===== config.mk =====
export PLATFORM = sky130hd
export DESIGN_NAME = data_controller
export DESIGN_NICKNAME = d
export VERILOG_FILES = /design/src/rtl/data_controller_pkg.sv /design/src/rtl/data_controller_sync_fifo.sv /design/src/rtl/data_controller.sv
export SDC_FILE = /design/constraint.sdc
export NUM_CORES = 1
export LEC_CHECK = 0
export BUFFER_PORTS_ARGS = -buffer_cell sky130_fd_sc_hd__buf_4
export CAP_MARGIN = 5
export CORE_ASPECT_RATIO = 0.5
export CORE_MARGIN = 5
export CORE_UTILIZATION = 40
export CTS_CLUSTER_DIAMETER = 60
export DETAILED_ROUTE_END_ITERATION = 7
export PLACE_DENSITY = 0.54
export SYNTH_ARGS = -nofsm -noshare
export SYNTH_HDL_FRONTEND = slang
export SYNTH_HIERARCHICAL = 1
export SYNTH_SLANG_ARGS = --single-unit

===== constraint.sdc =====
create_clock -name clk -period 5.3 [get_ports clk]
set_input_delay 0.53 -clock clk [delete_from_list [all_inputs] [get_ports clk]]
set_output_delay 0.53 -clock clk [all_outputs]
set_load 0.03 [all_outputs]

===== src/rtl/data_controller_pkg.sv =====
// Shared constants and types for the sample packetiser: header sync word,
// packet FSM states and the test-pattern word builder.
package data_controller_pkg;

  localparam logic [15:0] HDR_SYNC = 16'hA5A5;

  typedef enum logic [1:0] {
    IDLE,
    HEADER,
    PAYLOAD
  } state_e;

  // Test pattern word: counter in the upper half, its complement in the lower.
  function automatic logic [31:0] test_word(input logic [15:0] cnt);
    return {cnt, ~cnt};
  endfunction

endpackage


===== src/rtl/data_controller_sync_fifo.sv =====
// Synchronous FIFO with full/empty flags. Reads are first-word-fall-through
// from registered storage; a write while full succeeds if a read happens too.
module sync_fifo #(
  parameter int WIDTH = 32,
  parameter int DEPTH = 16
) (
  input  logic             clk,
  input  logic             rst_n,
  input  logic             wr_en,
  input  logic [WIDTH-1:0] wr_data,
  input  logic             rd_en,
  output logic [WIDTH-1:0] rd_data,
  output logic             full,
  output logic             empty
);

  localparam int AW = $clog2(DEPTH);

  logic [WIDTH-1:0] mem_q [DEPTH];
  logic [AW:0]      wr_ptr_q, wr_ptr_d;
  logic [AW:0]      rd_ptr_q, rd_ptr_d;
  logic             wr_ok, rd_ok;

  // Pointers carry one extra wrap bit so full and empty are distinguishable.
  assign empty   = (wr_ptr_q == rd_ptr_q);
  assign full    = (wr_ptr_q[AW] != rd_ptr_q[AW]) &&
                   (wr_ptr_q[AW-1:0] == rd_ptr_q[AW-1:0]);
  assign rd_data = mem_q[rd_ptr_q[AW-1:0]];

  // NOTE: every variable gets a default at the top of always_comb so no path leaves it unassigned (no latch).
  always_comb begin
    rd_ok    = rd_en & ~empty;
    wr_ok    = wr_en & (~full | rd_ok);
    wr_ptr_d = wr_ptr_q + {{AW{1'b0}}, wr_ok};
    rd_ptr_d = rd_ptr_q + {{AW{1'b0}}, rd_ok};
  end

  // NOTE: non-blocking assignments in clocked blocks so every flop samples pre-edge values.
  always_ff @(posedge clk) begin
    if (!rst_n) begin
      wr_ptr_q <= '0;
      rd_ptr_q <= '0;
    end else begin
      wr_ptr_q <= wr_ptr_d;
      rd_ptr_q <= rd_ptr_d;
    end
  end

  // NOTE: storage is deliberately not reset; empty pointers make stale contents unreachable.
  always_ff @(posedge clk) begin
    if (wr_ok) mem_q[wr_ptr_q[AW-1:0]] <= wr_data;
  end

endmodule


===== src/rtl/data_controller.sv =====
// Packetiser: buffers I/Q samples (or a test pattern) and emits packets of a
// sync/sequence header followed by PKT_SAMPLES payload words on a ready/valid port.
module data_controller
  import data_controller_pkg::*;
#(
  parameter int SAMPLE_W    = 16,
  parameter int PKT_SAMPLES = 64,
  parameter int FIFO_DEPTH  = 16
) (
  input  logic                  clk,
  input  logic                  rst,
  input  logic                  test_mode,
  input  logic [SAMPLE_W-1:0]   s_i,
  input  logic [SAMPLE_W-1:0]   s_q,
  input  logic                  s_valid,
  output logic [2*SAMPLE_W-1:0] m_data,
  output logic                  m_valid,
  input  logic                  m_ready,
  output logic                  m_last,
  output logic [15:0]           ovf_cnt
);

  localparam int DW = 2 * SAMPLE_W;
  localparam int CW = $clog2(PKT_SAMPLES + 1);

  state_e          state_q, state_d;
  logic [DW-1:0]   m_data_q, m_data_d;
  logic            m_valid_q, m_valid_d;
  logic            m_last_q, m_last_d;
  logic [15:0]     seq_q, seq_d;
  logic [15:0]     ovf_cnt_q, ovf_cnt_d;
  logic [15:0]     cnt_q, cnt_d;
  logic            mode_q, mode_d;
  logic [CW-1:0]   pay_cnt_q, pay_cnt_d;

  logic            fifo_full, fifo_empty, fifo_wr, fifo_rd;
  logic [DW-1:0]   fifo_wdata, fifo_rdata;
  logic            out_free, wr_accept;
  logic [15:0]     cnt_cur;

  sync_fifo #(
    .WIDTH (DW),
    .DEPTH (FIFO_DEPTH)
  ) u_fifo (
    .clk     (clk),
    .rst_n   (rst),
    .wr_en   (fifo_wr),
    .wr_data (fifo_wdata),
    .rd_en   (fifo_rd),
    .rd_data (fifo_rdata),
    .full    (fifo_full),
    .empty   (fifo_empty)
  );

  always_comb begin
    state_d   = state_q;
    m_data_d  = m_data_q;
    m_valid_d = m_valid_q;
    m_last_d  = m_last_q;
    seq_d     = seq_q;
    pay_cnt_d = pay_cnt_q;
    fifo_rd   = 1'b0;
    // The output register may be reloaded when empty or when its word leaves.
    out_free  = ~m_valid_q | m_ready;

    case (state_q)
      IDLE: begin
        if (!fifo_empty) begin
          m_data_d  = DW'({HDR_SYNC, seq_q});
          m_valid_d = 1'b1;
          m_last_d  = 1'b0;
          pay_cnt_d = '0;
          state_d   = HEADER;
        end
      end
      HEADER, PAYLOAD: begin
        if (out_free) begin
          state_d = PAYLOAD;
          if (m_last_q) begin
            seq_d     = seq_q + 16'd1;
            m_valid_d = 1'b0;
            m_last_d  = 1'b0;
            state_d   = IDLE;
          end else if (!fifo_empty) begin
            fifo_rd   = 1'b1;
            m_data_d  = fifo_rdata;
            m_valid_d = 1'b1;
            m_last_d  = (pay_cnt_q == CW'(PKT_SAMPLES - 1));
            pay_cnt_d = pay_cnt_q + CW'(1);
          end else begin
            m_valid_d = 1'b0;
            m_last_d  = 1'b0;
          end
        end
      end
      default: state_d = IDLE;
    endcase

    // Source selection only follows test_mode between packets; a switch restarts the pattern.
    mode_d     = (state_q == IDLE) ? test_mode : mode_q;
    cnt_cur    = (mode_d != mode_q) ? 16'h0000 : cnt_q;
    cnt_d      = cnt_cur;
    ovf_cnt_d  = ovf_cnt_q;
    wr_accept  = ~fifo_full | fifo_rd;
    fifo_wr    = 1'b0;
    fifo_wdata = {s_i, s_q};

    if (mode_d) begin
      fifo_wr    = wr_accept;
      fifo_wdata = DW'(test_word(cnt_cur));
      if (wr_accept) cnt_d = cnt_cur + 16'd1;
    end else if (s_valid) begin
      if (wr_accept) fifo_wr = 1'b1;
      else if (ovf_cnt_q != 16'hFFFF) ovf_cnt_d = ovf_cnt_q + 16'd1;
    end
  end

  always_ff @(posedge clk) begin
    if (!rst) begin
      state_q   <= IDLE;
      m_data_q  <= '0;
      m_valid_q <= 1'b0;
      m_last_q  <= 1'b0;
      seq_q     <= '0;
      ovf_cnt_q <= '0;
      cnt_q     <= '0;
      mode_q    <= 1'b0;
      pay_cnt_q <= '0;
    end else begin
      state_q   <= state_d;
      m_data_q  <= m_data_d;
      m_valid_q <= m_valid_d;
      m_last_q  <= m_last_d;
      seq_q     <= seq_d;
      ovf_cnt_q <= ovf_cnt_d;
      cnt_q     <= cnt_d;
      mode_q    <= mode_d;
      pay_cnt_q <= pay_cnt_d;
    end
  end

  assign m_data  = m_data_q;
  assign m_valid = m_valid_q;
  assign m_last  = m_last_q;
  assign ovf_cnt = ovf_cnt_q;

endmodule


=== Yosys cells after proc, flatten, opt, wreduce, memory -nomap -nowiden ===
Memories as Yosys holds them, arrays and structs flattened. A register that Yosys moved wholly into a read port is not among the register bits.
Index checks and enable logic that the tools add are counted.

* Bits in registers: 102
* Bits in writable memories: 512
* Input bits: 37
* Output and inout bits: 50
* Logic and storage cells: 87
* Memories: 1

{| class="wikitable"
|+ Memories
! name !! words !! width !! rd ports !! clocked after Yosys merged registers in !! wr ports !! line !! RTL
|-
| u_fifo.mem_q || 16 || 32 || 1 || 1 || 1 || data_controller_sync_fifo.sv:19 || <nowiki>logic [WIDTH-1:0] mem_q [DEPTH];</nowiki>
|}

* Add/sub/neg operators: 6
* Eq/ne operators: 12
* Mux-type cells: 37
* Bitwise operators: 11
* Reduce and logical (&&, ||, !) cells: 9

{| class="wikitable"
|+ Operators by type and width
! cell !! count
|-
| $mux W32 || 5
|-
| $pmux W32 S2 || 1
|-
| $add A16 B1 Y16 const B || 3
|-
| $mux W16 || 3
|-
| $mux W7 || 4
|-
| $mux W1 || 16
|-
| $ne A16 B16 Y1 const B || 1
|-
| $not A16 Y16 || 1
|-
| $pmux W7 S2 || 1
|-
| $add A5 B1 Y5 || 2
|-
| $ne A2 B2 Y1 const B || 4
|-
| $add A7 B1 Y7 const B || 1
|-
| $eq A7 B6 Y1 const B || 1
|-
| $mux W2 || 3
|-
| $reduce_and A3 Y1 || 2
|-
| $eq A5 B5 Y1 || 1
|-
| $not A1 Y1 || 5
|-
| $reduce_and A5 Y1 || 1
|-
| $eq A4 B4 Y1 || 1
|-
| $mux W4 || 1
|-
| $pmux W1 S2 || 2
|-
| $pmux W2 S2 || 1
|-
| $reduce_and A4 Y1 || 1
|-
| $or A1 B1 Y1 || 3
|-
| other kinds (9) || 11
|}

=== Longest topological paths before layout ===
Gate-level depths: netlist of run 1.

* Depth in word-level cells: 12
* Depth in mapped cells: 21
* Gate-level depth less buffers: 13

=== By module ===
Netlist of run 1, hierarchy kept.

{| class="wikitable"
|+ By module, submodules not included
! module !! instances !! cells each !! area an instance (um2)
|-
| sync_fifo || 1 || 1023 || 20304.5
|-
| data_controller || 1 || 528 || 4481.8
|}

=== Worst setup path before layout of run 1 ===
No wires, ideal clock.

* Path type: flip-flop to flip-flop
* From: reg u_fifo.rd_ptr_q[0]
* To: mem u_fifo.mem_q[13][0] (enable)
* Arrival time: 4.505 ns
* Slack: 0.355 ns
* Stages on the path, launching flop included: 17
* Buffers on the path: 8
* Clock period less this slack: 4.945 ns
* Path through: dfxtp_1 > buf_2 > buf_6 > xor2_1 > nor4_1 > buf_2 > and2_1 > buf_6 > or2_0 > buf_2 > or3_1 > clkbuf_1 > a21oi_1 > clkbuf_1 > clkbuf_1 > nand3_1 > a31oi_1

* Longest elaborated chain between the ends: 12
* Elaborated cells between the ends (all ways): 18

{| class="wikitable"
|+ RTL lines
! item !! line !! RTL
|-
| start, declared || data_controller_sync_fifo.sv:21 || <nowiki>logic [AW:0] rd_ptr_q, rd_ptr_d;</nowiki>
|-
| start signal, assigned || data_controller_sync_fifo.sv:45 || <nowiki>rd_ptr_q <= rd_ptr_d;</nowiki>
|-
| $eq A5 B5 Y1 (*) || data_controller_sync_fifo.sv:25 || <nowiki>assign empty = (wr_ptr_q == rd_ptr_q);</nowiki>
|-
| net fifo_empty || data_controller.sv:36 || <nowiki>logic fifo_full, fifo_empty, fifo_wr, fifo_rd;</nowiki>
|-
| $mux W1 (*) || data_controller.sv:84 || <nowiki>end else if (!fifo_empty) begin</nowiki>
|-
| $mux W1 (*) || data_controller.sv:79 || <nowiki>if (m_last_q) begin</nowiki>
|-
| $mux W1 (*) || data_controller.sv:77 || <nowiki>if (out_free) begin</nowiki>
|-
| $mux W1 (*) || data_controller.sv:66 || <nowiki>case (state_q)</nowiki>
|-
| $or A1 B1 Y1 (*) || data_controller.sv:104 || <nowiki>wr_accept = ~fifo_full | fifo_rd;</nowiki>
|-
| $mux W1 || data_controller.sv:113 || <nowiki>if (wr_accept) fifo_wr = 1'b1;</nowiki>
|-
| $mux W1 || data_controller.sv:112 || <nowiki>end else if (s_valid) begin</nowiki>
|-
| $mux W1 (*) || data_controller.sv:108 || <nowiki>if (mode_d) begin</nowiki>
|-
| net fifo_wr || data_controller.sv:36 ||
|-
| $and A1 B1 Y1 (*) || data_controller_sync_fifo.sv:33 || <nowiki>wr_ok = wr_en & (~full | rd_ok);</nowiki>
|-
| $mux W1 (*) || data_controller_sync_fifo.sv:51 || <nowiki>if (wr_ok) mem_q[wr_ptr_q[AW-1:0]] <= wr_data;</nowiki>
|-
| $mux W1 (not written as such) (*) || data_controller_sync_fifo.sv:51 ||
|-
| end, declared || data_controller_sync_fifo.sv:19 ||
|}

Mark *: on every way through the listed nets, which the timed path passes. The rest lies on a longest branch.

=== Final worst setup path of run 1 ===
* From: reg u_fifo.wr_ptr_q[1]
* To: mem u_fifo.mem_q[12][21] (enable)

* Longest elaborated chain between the ends: 12
* Elaborated cells between the ends (all ways): 18

{| class="wikitable"
|+ RTL lines
! item !! line !! RTL
|-
| start, declared || data_controller_sync_fifo.sv:20 || <nowiki>logic [AW:0] wr_ptr_q, wr_ptr_d;</nowiki>
|-
| start signal, assigned || data_controller_sync_fifo.sv:44 || <nowiki>wr_ptr_q <= wr_ptr_d;</nowiki>
|-
| $eq A5 B5 Y1 (*) || data_controller_sync_fifo.sv:25 ||
|-
| net fifo_empty || data_controller.sv:36 ||
|-
| $mux W1 || data_controller.sv:84 ||
|-
| $mux W1 || data_controller.sv:79 ||
|-
| $mux W1 || data_controller.sv:77 ||
|-
| $mux W1 || data_controller.sv:66 ||
|-
| $or A1 B1 Y1 || data_controller.sv:104 ||
|-
| $mux W1 || data_controller.sv:113 ||
|-
| $mux W1 || data_controller.sv:112 ||
|-
| $mux W1 || data_controller.sv:108 ||
|-
| $and A1 B1 Y1 (*) || data_controller_sync_fifo.sv:33 ||
|-
| $mux W1 (*) || data_controller_sync_fifo.sv:51 ||
|-
| $mux W1 (not written as such) (*) || data_controller_sync_fifo.sv:51 ||
|}

Marked as above.

==> flow_metrics.py, run 1 <==
metrics = {
    "run_status": {
        "outcome": "completed",
    },
    "grt": {
        "grt_overflow": 0,
        "antenna_found_initial": 1,
        "grt_pass1_vias": 14615,
        "grt_max_degree": 113,
        "grt_first_pass_wirelength_mm": 98.2,
        "groute.usage.overall": 0.198,
    },
    "sta": {
        "setup_viol": 0,
        "tns_ps": 0,
        "rsz0062_at_grt": "false",
        "skew_ps": 18.6,
        "slew_violations": 0,
        "fmax_mhz": 243,
        "finalHoldViolations": 0,
        "worst_pin_slew_ps": 1270,
        "slew-limit-headroom": 0.156,
        "hold_slack_ps": 403,
        "fin_crit_sh": 0.776,
        "period_needed_ps": 4120,
    },
    "synth": {
        "synth_area_leader_cell": "edfxtp_1",
        "syn_inst": 1551,
        "synth_most_common_cell": "edfxtp_1",
        "syn_nets": 1598,
        "synth_warnings": 6,
        "synth_area_leaders": "edfxtp_1 (62%), dfxtp_1 (8.2%), mux4_2 (5.8%)",
        "synth_edf_count": 512,
        "syn_area_um2": 24800,
        "avgSynthCellArea_um2": 16.0,
        "synthArstFlopShare": 0,
        "netlist_top_cells_count": "edfxtp_1 (512), nor2_1 (144), dfxtp_1 (102)",
        "ys_types": 56,
        "ys_ff_latch": 614,
        "yosysTopAreaCellShare": 0.620,
        "synthFlopType": "edfxtp_1",
        "yosysSeqAreaShare": 0.703,
    },
    "critical_path": {
        "slowest_delay_ps": 670,
        "critPathCaptureType": "flop",
        "crit_path_start_kind": "flop",
        "crit_top_cell": "buf_4",
        "crit_arrival_ps": 4330,
        "cpMaxStageDelayCell": "buf_4",
        "worstPathMaxFanout": 32,
        "crit_chain": "xor2_1 > nor4_2 > and2_1 > or2_0 > or3_1 > buf_4 > inv_1 > clkinv_1 > buf_4 > a31oi_4 > buf_4",
        "required_ps": 5510,
        "timing.critical_path.buf_inv": 5,
        "path_delay_family": "buffers and inverters",
        "path_class": "reg -> reg",
    },
    "floorplan": {
        "initial_core_util": 0.405,
        "dieArea_um2": 67300,
        "ios": 87,
        "coreArea_um2": 61300,
        "row_count": 64,
        "die-height_um": 186,
        "die_w_um": 362,
    },
    "placement": {
        "gp_congestion": 0.794,
        "port_buffers": 86,
        "place_area_um2": 26600,
        "dp_hpwl_mm": 38.0,
    },
    "cts": {
        "cts_resized": 0,
        "cts-root-buf": "clkbuf_16",
        "cts.clk_slew.worst_paths_ps": 60,
        "cts_buffer_depth": 3,
        "numCtsBuffers": 56,
        "cts_tree": "yes",
        "clock-sinks": 614,
        "clk_latency_ps": 600,
        "hold_buffers": 0,
        "postCtsSetupBuffers": 0,
        "cts_max_level": 2,
    },
    "power": {
        "p_total_w": 0.0133,
        "irDropWorstVdd_v": 0.000278,
        "power.density_nw_per_um2": 467,
        "p_leak_nw": 9.03,
    },
    "routing": {
        "remaining_drc_errors": 0,
        "first_pass_iters": 6,
        "drt_iter0_markers": 1678,
        "vias": 14558,
        "drtAntennaViolNets": 0,
        "viasPerCell": 5.79,
        "drt-total-wl_mm": 67.2,
        "wire_per_inst_um": 26.7,
    },
    "finish": {
        "antennaDiodeCount": 0,
        "multiInputGateArea_um2": 7110,
        "fillers": 5304,
        "regArea_um2": 17400,
        "fin_util": 0.465,
        "syn2layout_area_growth_pct": 15.0,
        "fin_area_um2": 28500,
        "finalNetCount": 1689,
        "layout-drive-gt1-share": 0.232,
    },
    "run": {
        "drv_cap": 0,
    },
    "hold_path": {
        "hold_class": "in -> reg",
    },
}
==> area by class of cell <==
| type | instances | share of cell area |
|---|---|---|
| sequential | 614 | 0.611 |
| multi-input combinational | 820 | 0.249 |
| clock buffer | 77 | 0.0555 |
| timing repair buffer | 135 | 0.0364 |
| tap | 825 | 0.0362 |
| clock inverter | 28 | 0.00939 |
| inverter | 15 | 0.00197 |
==> routing by layer <==
| layer | global-route usage | part of all wire |
|---|---|---|
| met5 | 0 | 0 |
| met1 | 0.294 | 0.47 |
| met4 | 0.0393 | 0.017 |
| met2 | 0.308 | 0.45 |
| met3 | 0.0364 | 0.065 |
==> report_power, final <==
group	leakage (nW)	internal, W	switching, W
clock	0.912	0.00233	0.00175
sequential	5.46	0.00590	0.000126
combinational	2.66	0.00109	0.00213
total	9.03	0.00932	0.00401
==> path summary, 6_finish.rpt <==
kind / start / endpoint / slack [ps] / cells past startpoint
setup / recovery: u_fifo/wr_ptr_q[1] / u_fifo/mem_q[12][21] / 1180 / 11
hold / removal: rst / m_data[10] / 400 / 2
setup reg to reg: u_fifo/wr_ptr_q[1] / u_fifo/mem_q[12][21] / 1180 / 11
hold reg to reg: m_data[14] / m_data[14] / 500 / 2
==> kinds of logic after synthesis <==
group,after synthesis,synth area share
xor gates and xnor gates,39,0.0138
AOI/OAI and AO/OA,234,0.0707
muxes,218,0.124
and+or+nand+nor,319,0.0610
adders and majority gates,10,0.00505
DFF,614,0.703
buffers and inverters,117,0.0231
==> state kept, by name (all words and copies together) (netlist names) <==
| register | flops |
|---|---|
| mode_q | 1 |
| cnt_q | 16 |
| state_q | 2 |
| m_valid | 1 |
| u_fifo/rd_ptr_q | 5 |
| pay_cnt_q | 7 |
| ovf_cnt | 16 |
| u_fifo/mem_q | 512 |
| u_fifo/wr_ptr_q | 5 |
| seq_q | 16 |
| m_last | 1 |
| m_data | 32 |
==> cells in the final DEF (no fill, tap or decap), drive strengths merged, types with 23 or more instances in the layout <==
cell type and count:
dfxtp 102, a21oi 38, o22ai 32, mux2 66, mux4 64, o221ai 32, clkbuf 77, clkinv 23
edfxtp 512, a221o 32, nand3 39, nor2 144, mux2i 88, nand2 35, buf 135
==> metrics by stage <==
stage	setup WS [ps]	instances
final	1180	2514
after detailed placement	1200	2406
after floorplan	355	1551
after global placement	1230	2406
after global routing	987	2514
after CTS	1190	2511
Note: power is estimated with default switching activity, not from simulation.
==> inputs of run 2 (changes only) <==
--- a/config.mk
+++ b/config.mk
@@ -12,7 +12,7 @@
 export CORE_UTILIZATION = 40
 export CTS_CLUSTER_DIAMETER = 60
 export DETAILED_ROUTE_END_ITERATION = 7
-export PLACE_DENSITY = 0.54
+export PLACE_DENSITY = 0.56
 export SYNTH_ARGS = -nofsm -noshare
 export SYNTH_HDL_FRONTEND = slang
 export SYNTH_HIERARCHICAL = 1
==> constraint.sdc (replaced) <==
create_clock -name clk -period 3.5 [get_ports clk]
set_input_delay 0.35 -clock clk [delete_from_list [all_inputs] [get_ports clk]]
set_output_delay 0.35 -clock clk [all_outputs]
set_load 0.03 [all_outputs]
==> flow_metrics.py, run 2 (synthesized netlist as in run 1, its figures left out) <==
metrics = {
    "critical_path": {
        "required_ps": 3770,
        "regToRegSetupSlack_ps": 260,
        "worstPathMaxFanout": 32,
        "crit_path_start_kind": "flop",
        "crit_arrival_ps": 3510,
        "worst_r2r_endpoint": "u_fifo/mem_q[0][28]",
        "r2r_start": "u_fifo/wr_ptr_q[1]",
        "critPathCaptureType": "flop",
        "rr_worst_depth": 10,
        "path_class": "reg -> reg",
    },
    "finish": {
        "final_cell_mix": "edfxtp_1 (512), buf_4 (152), nor2_1 (143)",
        "fin_util": 0.473,
        "syn2layout_area_growth_pct": 16.9,
        "final_common_cell": "edfxtp_1",
        "largest_reg_flops": 512,
        "fin_area_um2": 29000,
        "finalNetCount": 1721,
        "antennaDiodeCount": 0,
        "layout-drive-gt1-share": 0.255,
        "fillers": 5160,
    },
    "grt": {
        "grt_max_degree": 110,
        "grt_pass1_vias": 14418,
        "antenna_found_initial": 0,
        "groute.usage.overall": 0.188,
        "grt_first_pass_wirelength_mm": 95.0,
        "grt_overflow": 0,
    },
    "cts": {
        "cts_buffer_depth": 3,
        "clock-sinks": 614,
        "cts_max_level": 2,
        "cts_resized": 0,
        "cts.clk_slew.worst_paths_ps": 60,
        "cts_tree": "yes",
        "postCtsSetupBuffers": 0,
        "hold_buffers": 0,
        "cts-root-buf": "clkbuf_16",
        "clk_latency_ps": 590,
        "numCtsBuffers": 56,
    },
    "run": {
        "drv_cap": 0,
    },
    "hold_path": {
        "hold_class": "in -> reg",
        "min-delay-start": "rst",
        "min_path_cells": 2,
        "hold-path-endpoint": "ovf_cnt[15]",
    },
    "floorplan": {
        "initial_core_util": 0.405,
        "ios": 87,
        "row_count": 64,
        "dieArea_um2": 67300,
        "die_w_um": 362,
        "coreArea_um2": 61300,
        "die-height_um": 186,
    },
    "sta": {
        "period_needed_ps": 3240,
        "slew-limit-headroom": 0.338,
        "fmax_mhz": 309,
        "setup_viol": 0,
        "fin_crit_sh": 0.926,
        "slew_violations": 0,
        "finalHoldViolations": 0,
        "worst_pin_slew_ps": 994,
        "rsz0062_at_grt": "false",
        "skew_ps": 21.7,
    },
    "routing": {
        "drt_iter0_markers": 1304,
        "wire_per_inst_um": 25.1,
        "first_pass_iters": 5,
        "viasPerCell": 5.60,
        "vias": 14263,
        "remaining_drc_errors": 0,
        "drtAntennaViolNets": 0,
        "drt-total-wl_mm": 63.9,
    },
    "placement": {
        "dp_hpwl_mm": 41.5,
        "port_buffers": 86,
        "gp_congestion": 0.832,
        "place_area_um2": 27200,
    },
    "power": {
        "irDropWorstVdd_v": 0.000485,
        "p_leak_nw": 9.20,
        "power.density_nw_per_um2": 700,
    },
    "run_status": {
        "outcome": "completed",
    },
}
-- run 2: cell count changes in the layout (fill, tap and decap cells not counted), sizes merged --
cell    before  now
clkinv      23   19
inv         14   18
clkbuf      77   79
bufinv       5    2
buf        135  167
-- run 2: critical path: stages (launching register included) --
cell and delay (ps):
dfxtp_1 530, xor2_1 210, nor4_2 80, and2_4 180, or2_0 220, or3_4 400
a21oi_2 360, buf_4 300, nand3_1 140, a31oi_4 220, buf_12 270
-- run 2: worst max-delay path by stage --
stage	start	slack (ps)	end	cells past startpoint
finish	u_fifo/wr_ptr_q[1]	260	u_fifo/mem_q[0][28]	10
global route	u_fifo/wr_ptr_q[1]	110	u_fifo/mem_q[0][9]	10
CTS	u_fifo/wr_ptr_q[1]	270	u_fifo/mem_q[0][9]	10
detailed placement	u_fifo/wr_ptr_q[1]	270	u_fifo/mem_q[8][7]	10
global placement	u_fifo/wr_ptr_q[1]	300	u_fifo/mem_q[8][11]	10
floorplan	u_fifo/rd_ptr_q[0]	-100	u_fifo/mem_q[2][0]	16
-- run 2: final cells by class --
class | instances | area, um2 | share of cell area
sequential | 614 | 17400 | 0.602
clock inverter | 25 | 209 | 0.00721
clock buffer | 79 | 1560 | 0.0538
tap | 825 | 1030 | 0.0356
timing repair buffer | 167 | 1440 | 0.0498
multi-input combinational | 820 | 7220 | 0.249
inverter | 15 | 68.8 | 0.00238
-- run 2: stage by stage --
step	TNS [ps]	total power [W]	setup slack, ps	cells	hold slack, ps
6_report	0	0.0203	261	2545	213
4_1_cts	0	0.0205	271	2545	186
3_5_place_dp	0	0.0146	271	2441	483
3_3_place_gp	0	0.0144	298	2441	469
5_1_grt	0	0.0212	106	2545	207
2_1_floorplan	-33040	0.0128	-102	1551	458
-- run 2: routing by layer --
metal	wire [um]	global-route usage
met1	28000	0.257
met2	30900	0.314
met3	3210	0.0287
met4	1830	0.0569
met5	0	0
-- run 2: power breakdown --
part	switching, W	total, W	leakage [nW]	internal, W
clock network	0.00263	0.00590	0.874	0.00327
logic	0.00337	0.00523	2.86	0.00186
registers	0.000220	0.00914	5.46	0.00892
